`config.mk`:
```
export PLATFORM = sky130hd
export DESIGN_NAME = seg_scan_ctrl_flat
export DESIGN_NICKNAME = d
export VERILOG_FILES = /design/src/rtl/seg_scan_if.sv /design/src/rtl/seg_scan_ctrl.sv /design/src/flat_wrapper.sv
export SDC_FILE = /design/constraint.sdc
export NUM_CORES = 1
export LEC_CHECK = 0
export CAP_MARGIN = 20
export CORE_MARGIN = 2
export CORE_UTILIZATION = 50
export CTS_CLUSTER_DIAMETER = 120
export CTS_CLUSTER_SIZE = 14
export DETAILED_ROUTE_END_ITERATION = 6
export PLACE_DENSITY = 0.77
export SETUP_SLACK_MARGIN = 0.4
export SLEW_MARGIN = 20
export SYNTH_ARGS = -nofsm -noshare
export SYNTH_HDL_FRONTEND = slang
export SYNTH_SLANG_ARGS = --single-unit
```
`constraint.sdc`:
```
create_clock -name clk -period 5.15 [get_ports clk]
set_clock_uncertainty 0.05 [all_clocks]
set_input_delay 1.03 -clock clk [delete_from_list [all_inputs] [get_ports clk]]
set_output_delay 1.03 -clock clk [all_outputs]
set_load 0.03 [all_outputs]
```
`src/rtl/seg_scan_if.sv`:
```
// seg_scan_if: control, data and display bundle of the seven-segment scan controller
// master drives enable/digits_in/dp_in/blink_in/lz_en/load and reads load_ack/an_out/seg_out/frame_done;
// slave is the controller side.
interface seg_scan_if #(parameter int NUM_DIGITS = 8);
    logic                    enable;
    logic [4*NUM_DIGITS-1:0] digits_in;
    logic [NUM_DIGITS-1:0]   dp_in;
    logic [NUM_DIGITS-1:0]   blink_in;
    logic                    lz_en;
    logic                    load;
    logic                    load_ack;
    logic [NUM_DIGITS-1:0]   an_out;
    logic [7:0]              seg_out;
    logic                    frame_done;
    modport master (output enable, digits_in, dp_in, blink_in, lz_en, load,
                    input load_ack, an_out, seg_out, frame_done);
    modport slave  (input enable, digits_in, dp_in, blink_in, lz_en, load,
                    output load_ack, an_out, seg_out, frame_done);
endinterface

```
`src/rtl/seg_scan_ctrl.sv`:
```
// seg_scan_ctrl: time-multiplexed seven-segment scanner with shadowed digit data
// clk, reset (async, active-high); bus (seg_scan_if.slave): enable, digits_in, dp_in, blink_in,
// lz_en, load in; load_ack, an_out (one-hot), seg_out {dp,g..a}, frame_done out.
module seg_scan_ctrl #(
    parameter int NUM_DIGITS   = 8,
    parameter int SLOT_CYCLES  = 200000,
    parameter int BLANK_CYCLES = 2000,
    parameter int BLINK_FRAMES = 32
) (
    input logic        clk,
    input logic        reset,
    seg_scan_if.slave  bus
);
    localparam int IW = $clog2(NUM_DIGITS);
    localparam int CW = $clog2(SLOT_CYCLES);
    localparam int FW = BLINK_FRAMES > 1 ? $clog2(BLINK_FRAMES) : 1;
    localparam logic [6:0] SEG_LUT [16] = '{7'h3F, 7'h06, 7'h5B, 7'h4F, 7'h66, 7'h6D, 7'h7D, 7'h07,
                                            7'h7F, 7'h6F, 7'h77, 7'h7C, 7'h39, 7'h5E, 7'h79, 7'h71};

    typedef enum logic [1:0] {IDLE, BLANK, DRIVE} state_t;

    state_t                  state, state_n;
    logic [CW-1:0]           cnt, cnt_n;
    logic [IW-1:0]           idx, idx_n;
    logic [FW-1:0]           fcnt;
    logic                    phase, pend;
    logic [4*NUM_DIGITS-1:0] sh_dig;
    logic [NUM_DIGITS-1:0]   sh_dp, sh_blink, an_r;
    logic [7:0]              seg_r, seg_n;
    logic                    fd_r, fd_n, sup, dark;
    logic [3:0]              nib;

    // Outputs are decoded from the next state so that they register on the edge entering it.
    always_comb begin
        state_n = state;
        cnt_n   = cnt;
        idx_n   = idx;
        if (!bus.enable) begin
            state_n = IDLE;
            cnt_n   = '0;
            idx_n   = '0;
        end else begin
            case (state)
                IDLE: begin
                    state_n = BLANK;
                    cnt_n   = '0;
                    idx_n   = '0;
                end
                BLANK: begin
                    cnt_n   = cnt + CW'(1);
                    state_n = cnt == CW'(BLANK_CYCLES - 1) ? DRIVE : BLANK;
                end
                default: begin
                    if (cnt == CW'(SLOT_CYCLES - 1)) begin
                        state_n = BLANK;
                        cnt_n   = '0;
                        idx_n   = idx == IW'(NUM_DIGITS - 1) ? '0 : idx + IW'(1);
                    end else begin
                        cnt_n = cnt + CW'(1);
                    end
                end
            endcase
        end
        nib = sh_dig[{idx_n, 2'b00} +: 4];
        // Leading zero: this digit and every higher one are zero, i.e. nothing left after shifting.
        sup   = bus.lz_en && idx_n != '0 && (sh_dig >> {idx_n, 2'b00}) == '0;
        dark  = state_n != DRIVE || (phase && sh_blink[idx_n]);
        seg_n = dark ? 8'h00 : {sh_dp[idx_n], sup ? 7'h00 : SEG_LUT[nib]};
        fd_n  = state_n == DRIVE && cnt_n == CW'(SLOT_CYCLES - 1) && idx_n == IW'(NUM_DIGITS - 1);
    end

    always_ff @(posedge clk or posedge reset) begin
        if (reset) begin
            state    <= IDLE;
            cnt      <= '0;
            idx      <= '0;
            fcnt     <= '0;
            phase    <= 1'b0;
            pend     <= 1'b0;
            sh_dig   <= '0;
            sh_dp    <= '0;
            sh_blink <= '0;
            an_r     <= '0;
            seg_r    <= '0;
            fd_r     <= 1'b0;
        end else begin
            state <= state_n;
            cnt   <= cnt_n;
            idx   <= idx_n;
            an_r  <= state_n == DRIVE ? NUM_DIGITS'(1) << idx_n : '0;
            seg_r <= seg_n;
            fd_r  <= fd_n;
            // fd_r marks the frame-boundary cycle itself; a load seen there is consumed immediately.
            pend  <= !fd_r && (pend || bus.load);
            if (fd_r) begin
                fcnt  <= fcnt == FW'(BLINK_FRAMES - 1) ? '0 : fcnt + FW'(1);
                phase <= phase ^ (fcnt == FW'(BLINK_FRAMES - 1));
                if (pend || bus.load) begin
                    sh_dig   <= bus.digits_in;
                    sh_dp    <= bus.dp_in;
                    sh_blink <= bus.blink_in;
                end
            end
        end
    end

    assign bus.an_out     = an_r;
    assign bus.seg_out    = seg_r;
    assign bus.frame_done = fd_r;
    assign bus.load_ack   = fd_r & (pend | bus.load);
endmodule

```
`src/flat_wrapper.sv`:
```
// flat-port wrapper written by rule: the top's interface ports become plain ports
module seg_scan_ctrl_flat 
#(
    parameter int NUM_DIGITS   = 8,
    parameter int SLOT_CYCLES  = 200000,
    parameter int BLANK_CYCLES = 2000,
    parameter int BLINK_FRAMES = 32
)
  (clk, reset, bus_enable, bus_digits_in, bus_dp_in, bus_blink_in, bus_lz_en, bus_load, bus_load_ack, bus_an_out, bus_seg_out, bus_frame_done);
  seg_scan_if #(.NUM_DIGITS(NUM_DIGITS)) bus_i ();
  input logic clk;
  input logic reset;
  input wire logic [$bits(bus_i.enable)-1:0] bus_enable;
  input wire logic [$bits(bus_i.digits_in)-1:0] bus_digits_in;
  input wire logic [$bits(bus_i.dp_in)-1:0] bus_dp_in;
  input wire logic [$bits(bus_i.blink_in)-1:0] bus_blink_in;
  input wire logic [$bits(bus_i.lz_en)-1:0] bus_lz_en;
  input wire logic [$bits(bus_i.load)-1:0] bus_load;
  output wire logic [$bits(bus_i.load_ack)-1:0] bus_load_ack;
  output wire logic [$bits(bus_i.an_out)-1:0] bus_an_out;
  output wire logic [$bits(bus_i.seg_out)-1:0] bus_seg_out;
  output wire logic [$bits(bus_i.frame_done)-1:0] bus_frame_done;
  assign bus_i.enable = bus_enable;
  assign bus_i.digits_in = bus_digits_in;
  assign bus_i.dp_in = bus_dp_in;
  assign bus_i.blink_in = bus_blink_in;
  assign bus_i.lz_en = bus_lz_en;
  assign bus_i.load = bus_load;
  assign bus_load_ack = bus_i.load_ack;
  assign bus_an_out = bus_i.an_out;
  assign bus_seg_out = bus_i.seg_out;
  assign bus_frame_done = bus_i.frame_done;
  seg_scan_ctrl #(.NUM_DIGITS(NUM_DIGITS), .SLOT_CYCLES(SLOT_CYCLES), .BLANK_CYCLES(BLANK_CYCLES), .BLINK_FRAMES(BLINK_FRAMES)) u_core (.clk(clk), .reset(reset), .bus(bus_i));
endmodule
```
## Yosys cells after proc, flatten, opt, wreduce, memory -nomap -nowiden

Memories as Yosys holds them, arrays and structs flattened.
Cells that the tools add are included.

- Register bits after elaboration: 95
- Latch bits: 0
- Bits in writable memories: 0
- ROM bits: 112
- Output and inout port bits: 18
- Logic and storage cells: 68
- Memories: 1

- Add/subtract/negate cells: 3
- Multipliers: 0
- Div/mod/pow operators: 0
- $lt $le $gt $ge: 2
- Eq/ne operators: 9
- Shifts and indexed selects: 3
- Muxes and demuxes: 21
- Bitwise logic cells: 4
- Reduce and logical (&&, ||, !) cells: 13

Memories:

| name | depth | bits a word | rd ports | clocked after Yosys merged registers in | wr ports | RTL line | RTL |
|---|---|---|---|---|---|---|---|
| (name not given) | 16 | 7 | 1 | 0 | 0 | seg_scan_ctrl.sv:68 | `seg_n = dark ? 8'h00 : {sh_dp[idx_n], sup ? 7'h00 : SEG_LUT[nib]};` |

Operators by type and width:

| kind | number |
|---|---|
| 18-bit == test (second input constant) | 2 |
| 18-bit two-way mux | 2 |
| 18-bit one-hot mux with 2 select lines | 1 |
| 32-bit logical NOT | 1 |
| 32-bit by 6-bit indexed part select with 4-bit output | 1 |
| 32-bit by 5-bit >> shifter with 32-bit output | 1 |
| 7-bit two-way mux | 3 |
| 18-bit by 1-bit adder with 18-bit output (second input constant) | 1 |
| 18-bit by 11-bit == test with 1-bit output (second input constant) | 1 |
| 8-bit two-way mux | 2 |
| 3-bit two-way mux | 3 |
| 1-bit by 3-bit left shift with 8-bit output (first input constant) | 1 |
| 1-bit binary-select mux with 3-bit select | 2 |
| 3-bit == test (second input constant) | 2 |
| 1-bit logical AND | 6 |
| 2-bit two-way mux | 3 |
| 3-bit one-hot mux with 2 select lines | 1 |
| 5-bit by 1-bit adder with 5-bit output (second input constant) | 1 |
| 5-bit == test (second input constant) | 1 |
| 5-bit greater-or-equal comparator (second input constant) | 1 |
| 5-bit two-way mux | 1 |
| 4-bit inverter with 5-bit output | 1 |
| 3-bit by 4-bit less-than comparator with 1-bit output (second input constant) | 1 |
| 2-bit one-hot mux with 2 select lines | 1 |
| other kinds (13) | 15 |

## Longest topological paths before layout

- Word-level depth: 12
- Mapped depth: 16
- Depth with buffers taken out: 15

## Worst setup path after synthesis

Ideal clock, no wire load.

- Path type: input to register
- From: in bus_enable
- To: reg u_core.seg_r[4] (netlist: u_core.bus.seg_out[4])
- Setup time: 0.146 ns
- Arrival: 3.612 ns
- Data required time: 4.954 ns
- Slack: 1.341 ns
- Stages on the path: 16
- Path through: buf_2 nand3_1 o2bb2ai_1 o21ai_1 nor2_2 inv_2 buf_2 clkbuf_1 nor2_1 a32oi_1 nand2_1 ha_1 and3_1 o221ai_2 a2111oi_4 nor4_1

- Cells in the longest elaborated chain, start to end: 8
- Elaborated cells on any way between the ends: 19

Ends and longest elaborated chain:

| item | RTL line | RTL |
|---|---|---|
| start: declaration | flat_wrapper.sv:13 | `input wire logic [$bits(bus_i.enable)-1:0] bus_enable;` |
| 3-bit two-way mux (*) | seg_scan_ctrl.sv:38 | `if (!bus.enable) begin` |
| named net u_core.idx_n[1] | seg_scan_ctrl.sv:24 | `logic [IW-1:0] idx, idx_n;` |
| 32-bit by 6-bit indexed part select with 4-bit output | seg_scan_ctrl.sv:64 | `nib = sh_dig[{idx_n, 2'b00} +: 4];` |
| 4-bit inverter with 5-bit output (implied by the code) | seg_scan_ctrl.sv:68 |  |
| memory 16 x 7 bit | - |  |
| 7-bit two-way mux (implied by the code) (2 in a row) | seg_scan_ctrl.sv:68 |  |
| 7-bit two-way mux | seg_scan_ctrl.sv:68 |  |
| 8-bit two-way mux (*) | seg_scan_ctrl.sv:68 |  |
| named net u_core.seg_n[4] | seg_scan_ctrl.sv:29 | `logic [7:0] seg_r, seg_n;` |
| end signal: assignment | seg_scan_ctrl.sv:91 | `seg_r <= seg_n;` |
| end: declaration | seg_scan_ctrl.sv:29 |  |

Mark *: on every way through the listed nets, which the timed path passes. The rest lies on a longest branch. The select of a mux whose other input is x is not followed.
A chain may end at the register's enable or synchronous reset.

## Worst setup path in the final report

- From: reg u_core.cnt[13]
- To: reg u_core.seg_r[5] (netlist: u_core.bus.seg_out[5])

- Cells in the longest elaborated chain, start to end: 11
- Elaborated cells on any way between the ends: 26

Ends and longest elaborated chain:

| item | RTL line | RTL |
|---|---|---|
| start: declaration | seg_scan_ctrl.sv:23 | `logic [CW-1:0] cnt, cnt_n;` |
| start signal: assignment | seg_scan_ctrl.sv:88 | `cnt <= cnt_n;` |
| 18-bit == test | seg_scan_ctrl.sv:54 | `if (cnt == CW'(SLOT_CYCLES - 1)) begin` |
| 3-bit two-way mux | seg_scan_ctrl.sv:54 |  |
| 3-bit one-hot mux with 2 select lines | seg_scan_ctrl.sv:43 | `case (state)` |
| 3-bit two-way mux | seg_scan_ctrl.sv:38 |  |
| 32-bit by 6-bit indexed part select with 4-bit output | seg_scan_ctrl.sv:64 |  |
| 4-bit inverter with 5-bit output (implied by the code) | seg_scan_ctrl.sv:68 |  |
| memory 16 x 7 bit | - |  |
| 7-bit two-way mux (implied by the code) (2 in a row) | seg_scan_ctrl.sv:68 |  |
| 7-bit two-way mux | seg_scan_ctrl.sv:68 |  |
| 8-bit two-way mux (*) | seg_scan_ctrl.sv:68 |  |
| named net u_core.seg_n[5] | seg_scan_ctrl.sv:29 |  |

Marks and branches as above.

==> impl_metrics.env <==
export IMPL_start_kind="register"
export IMPL_drc=0
export IMPL_die_h_um=105
export IMPL_wl_per_cell_um=17.3
export IMPL_hp_class="register to register"
export IMPL_crit_top_cell="or4_4"
export IMPL_drtIter0Drc=261
export IMPL_synth_ff_type="dfrtp_1"
export IMPL_numCtsBuffers=9
export IMPL_detailed_place_area_um2=5930
export IMPL_worstPathArrival_ps=4650
export IMPL_yosysSeqAreaShare=0.467
export IMPL_finalWirelength_um=11800
export IMPL_tightest_slew_ps=823
export IMPL_synthCells=472
export IMPL_finalMaxSlewViolations=0
export IMPL_run_status="completed"
export IMPL_synth_edff_count=0
export IMPL_fp_coreArea_um2=9820
export IMPL_grt_pass1_wl_um=20000
export IMPL_vias=3936
export IMPL_cpMaxStageDelayCell="or4_4"
export IMPL_comb_power_share=0.046
export IMPL_slowest_delay_ps=590
export IMPL_p_switching_mw=0.299
export IMPL_yosysUniqueCellTypes=72
export IMPL_power_density_nw_per_um2=221
export IMPL_power_share_sequential=0.549
export IMPL_peakVddDrop_uv=171
export IMPL_clkLatencyLatePin_ps=370
export IMPL_fin_nets=605
export IMPL_grt_start_max_net_pins=50
export IMPL_internal_power_mw=1.06
export IMPL_swShare=0.220
export IMPL_grt_pass1_vias=3973
export IMPL_clockBufferDepth=2
export IMPL_setup_tns_ps=0
export IMPL_io_pins=71
export IMPL_fin_crit_sh=0.875
export IMPL_drive_above_1_share=0.181
export IMPL_cts_hold_buf=0
export IMPL_vias_per_cell=5.80
export IMPL_syn_area_per_cell_um2=10.8
export IMPL_fmax_ghz=0.222
export IMPL_antenna_cells=0
export IMPL_crit_family="simple AND/OR/NAND/NOR gates"
export IMPL_initial_core_util=0.519
export IMPL_hpwl_um=8590
export IMPL_postLayoutCellArea_um2=6150
export IMPL_synth_top_area_share=0.467
export IMPL_endpoint_kind="register"
export IMPL_root_buffer="clkbuf_8"
export IMPL_gp_congestion=0.961
export IMPL_dr_pass1_iters=5
export IMPL_yosys_warnings=0
export IMPL_crit_required_ps=5300
export IMPL_synth_area_um2=5090
export IMPL_ys_seq_elements=95
export IMPL_maxCapViolCount=0
export IMPL_detail_route_antenna_nets=0
export IMPL_clkTransAtPathRegs_ps=90
export IMPL_syn_to_final_growth_pct=20.8
export IMPL_max_slew_margin=0.451
export IMPL_fp_dieArea_um2=11000
export IMPL_htree_levels=3
export IMPL_cts_tree="done"
export IMPL_final_hold_violation_count=0
export IMPL_cts_sinks=95
export IMPL_layout_common_cells="dfrtp_1 (95), clkdlybuf4s50_1 (70), nor2_1 (53)"
export IMPL_postCtsSetupBuffers=0
export IMPL_post_route_min_period_ps=4500
export IMPL_rsz0062_at_grt="false"
export IMPL_ys_async_sr_fraction=1.00
export IMPL_mostFrequentLayoutCell="dfrtp_1"
export IMPL_setup_violations=0
export IMPL_chipWidth_um=105
export IMPL_crit_chain="or4_4 -> or4_4 -> o211ai_4 -> nand2_4 -> inv_4 -> mux2i_1 -> a211o_1 -> o21ai_4 -> inv_1 -> ha_1 -> and3_1 -> o221ai_2 -> a2111oi_4 -> a2111oi_1"
export IMPL_port_buffers=70
export IMPL_synth_area_top_cells="dfrtp_1 (47%), mux2_2 (11%), mux2i_1 (3.9%)"
export IMPL_leakage_nw=2.72
export IMPL_grt_usage=0.228
export IMPL_path_class="register to register"
export IMPL_cp_max_fo=19
export IMPL_post_cts_resized=0
export IMPL_num_rows=36
export IMPL_power_share_clock=0.405
export IMPL_n_fill_cell=843
export IMPL_grt_ovfl_total=0
export IMPL_worst_path_buf_inv=2
export IMPL_antenna_found_initial=0
export IMPL_yosys_area_top_type="dfrtp_1"
export IMPL_syn_nets=536
==> routing by layer <==
layer  global-route usage  routed length (um)
met5                    0                   0
met1                0.321                5320
met2                0.360                5500
met3               0.0412                 750
met4               0.0686                 191
==> Yosys cell counts (5+ instances only) <==
cell	n
a21oi_1	7
nand3_1	19
clkbuf_1	9
xor2_1	7
and3_1	10
nand2_1	38
o21ai_0	14
inv_1	11
mux2i_1	20
mux2_2	51
nand4_1	5
xnor2_1	11
ha_1	11
nor4_1	8
nor3_1	12
dfrtp_1	95
nor2_1	53
==> sequential cells by signal (all words and copies together) (netlist names) <==
register,cells
u_core.fcnt,5
u_core.phase,1
u_core.cnt,18
u_core.sh_blink,8
u_core.bus.frame_done,1
u_core.pend,1
u_core.idx,3
u_core.bus.seg_out,8
u_core.bus.an_out,8
u_core.sh_dp,8
u_core.sh_dig,32
u_core.state,2
==> logic make-up after synthesis <==
family          after synthesis  share of synthesized area
mux                          73                      0.159
fa+ha+maj                    11                     0.0270
buf+inv                      31                     0.0273
xor+xnor                     18                     0.0310
flops                        95                      0.467
compound gates               71                      0.119
simple gates                173                      0.170
==> power groups by stage <==
stage	logic (mW)	clock network (mW)	registers, mW
6_report	0.0632	0.551	0.748
4_1_cts	0.0650	0.564	0.748
2_1_floorplan	0.0177	0	0.762
3_3_place_gp	0.0636	0	0.763
3_5_place_dp	0.0649	0	0.763
5_1_grt	0.0703	0.600	0.748
==> through the flow <==
step,hold slack (ps),cells,util,setup WS [ps],power [mW]
2_1_floorplan,395,472,-,1340,0.780
3_3_place_gp,415,663,0.604,618,0.826
3_5_place_dp,419,663,0.604,388,0.828
4_1_cts,442,679,0.627,676,1.38
5_1_grt,458,679,0.627,449,1.42
6_report,441,679,0.627,646,1.36
==> worst register-to-register path, delay by kind of cell (launching register included) <==
| kind | cells | cell delay (ps) |
|---|---|---|
| AND/OR/NAND/NOR | 4 | 1510 |
| buffers and inverters | 2 | 390 |
| multiplexers | 1 | 360 |
| adder cells (fa/ha/maj) | 1 | 200 |
| AO/OA/AOI/OAI | 6 | 1390 |
| flip-flops | 1 | 430 |
==> area by class of cell <==
| type | instances | area [um^2] | share of cell area |
|---|---|---|---|
| multi-input combinational | 346 | 2590 | 0.421 |
| sequential | 95 | 2380 | 0.386 |
| tap | 133 | 166 | 0.0270 |
| inverter | 14 | 56.3 | 0.00915 |
| clock buffer | 9 | 124 | 0.0201 |
| timing repair buffer | 75 | 738 | 0.120 |
| clock inverter | 7 | 101 | 0.0165 |
==> path summary, 6_finish.rpt <==
path,start,to,slack (ps),depth (start not counted)
max,u_core.cnt[13]$_DFF_PP0_,u_core.bus.seg_out[5]$_DFF_PP0_,650,14
min,u_core.phase$_DFFE_PP0P_,u_core.phase$_DFFE_PP0P_,440,1
max reg2reg,u_core.cnt[13]$_DFF_PP0_,u_core.bus.seg_out[5]$_DFF_PP0_,650,14
min reg2reg,u_core.phase$_DFFE_PP0P_,u_core.phase$_DFFE_PP0P_,440,1
max in group asynchronous,reset,u_core.sh_dig[20]$_DFFE_PP0P_,2930,3
min in group asynchronous,reset,u_core.cnt[10]$_DFF_PP0_,1050,2
No activity file was read; power rests on OpenSTA's default activity.
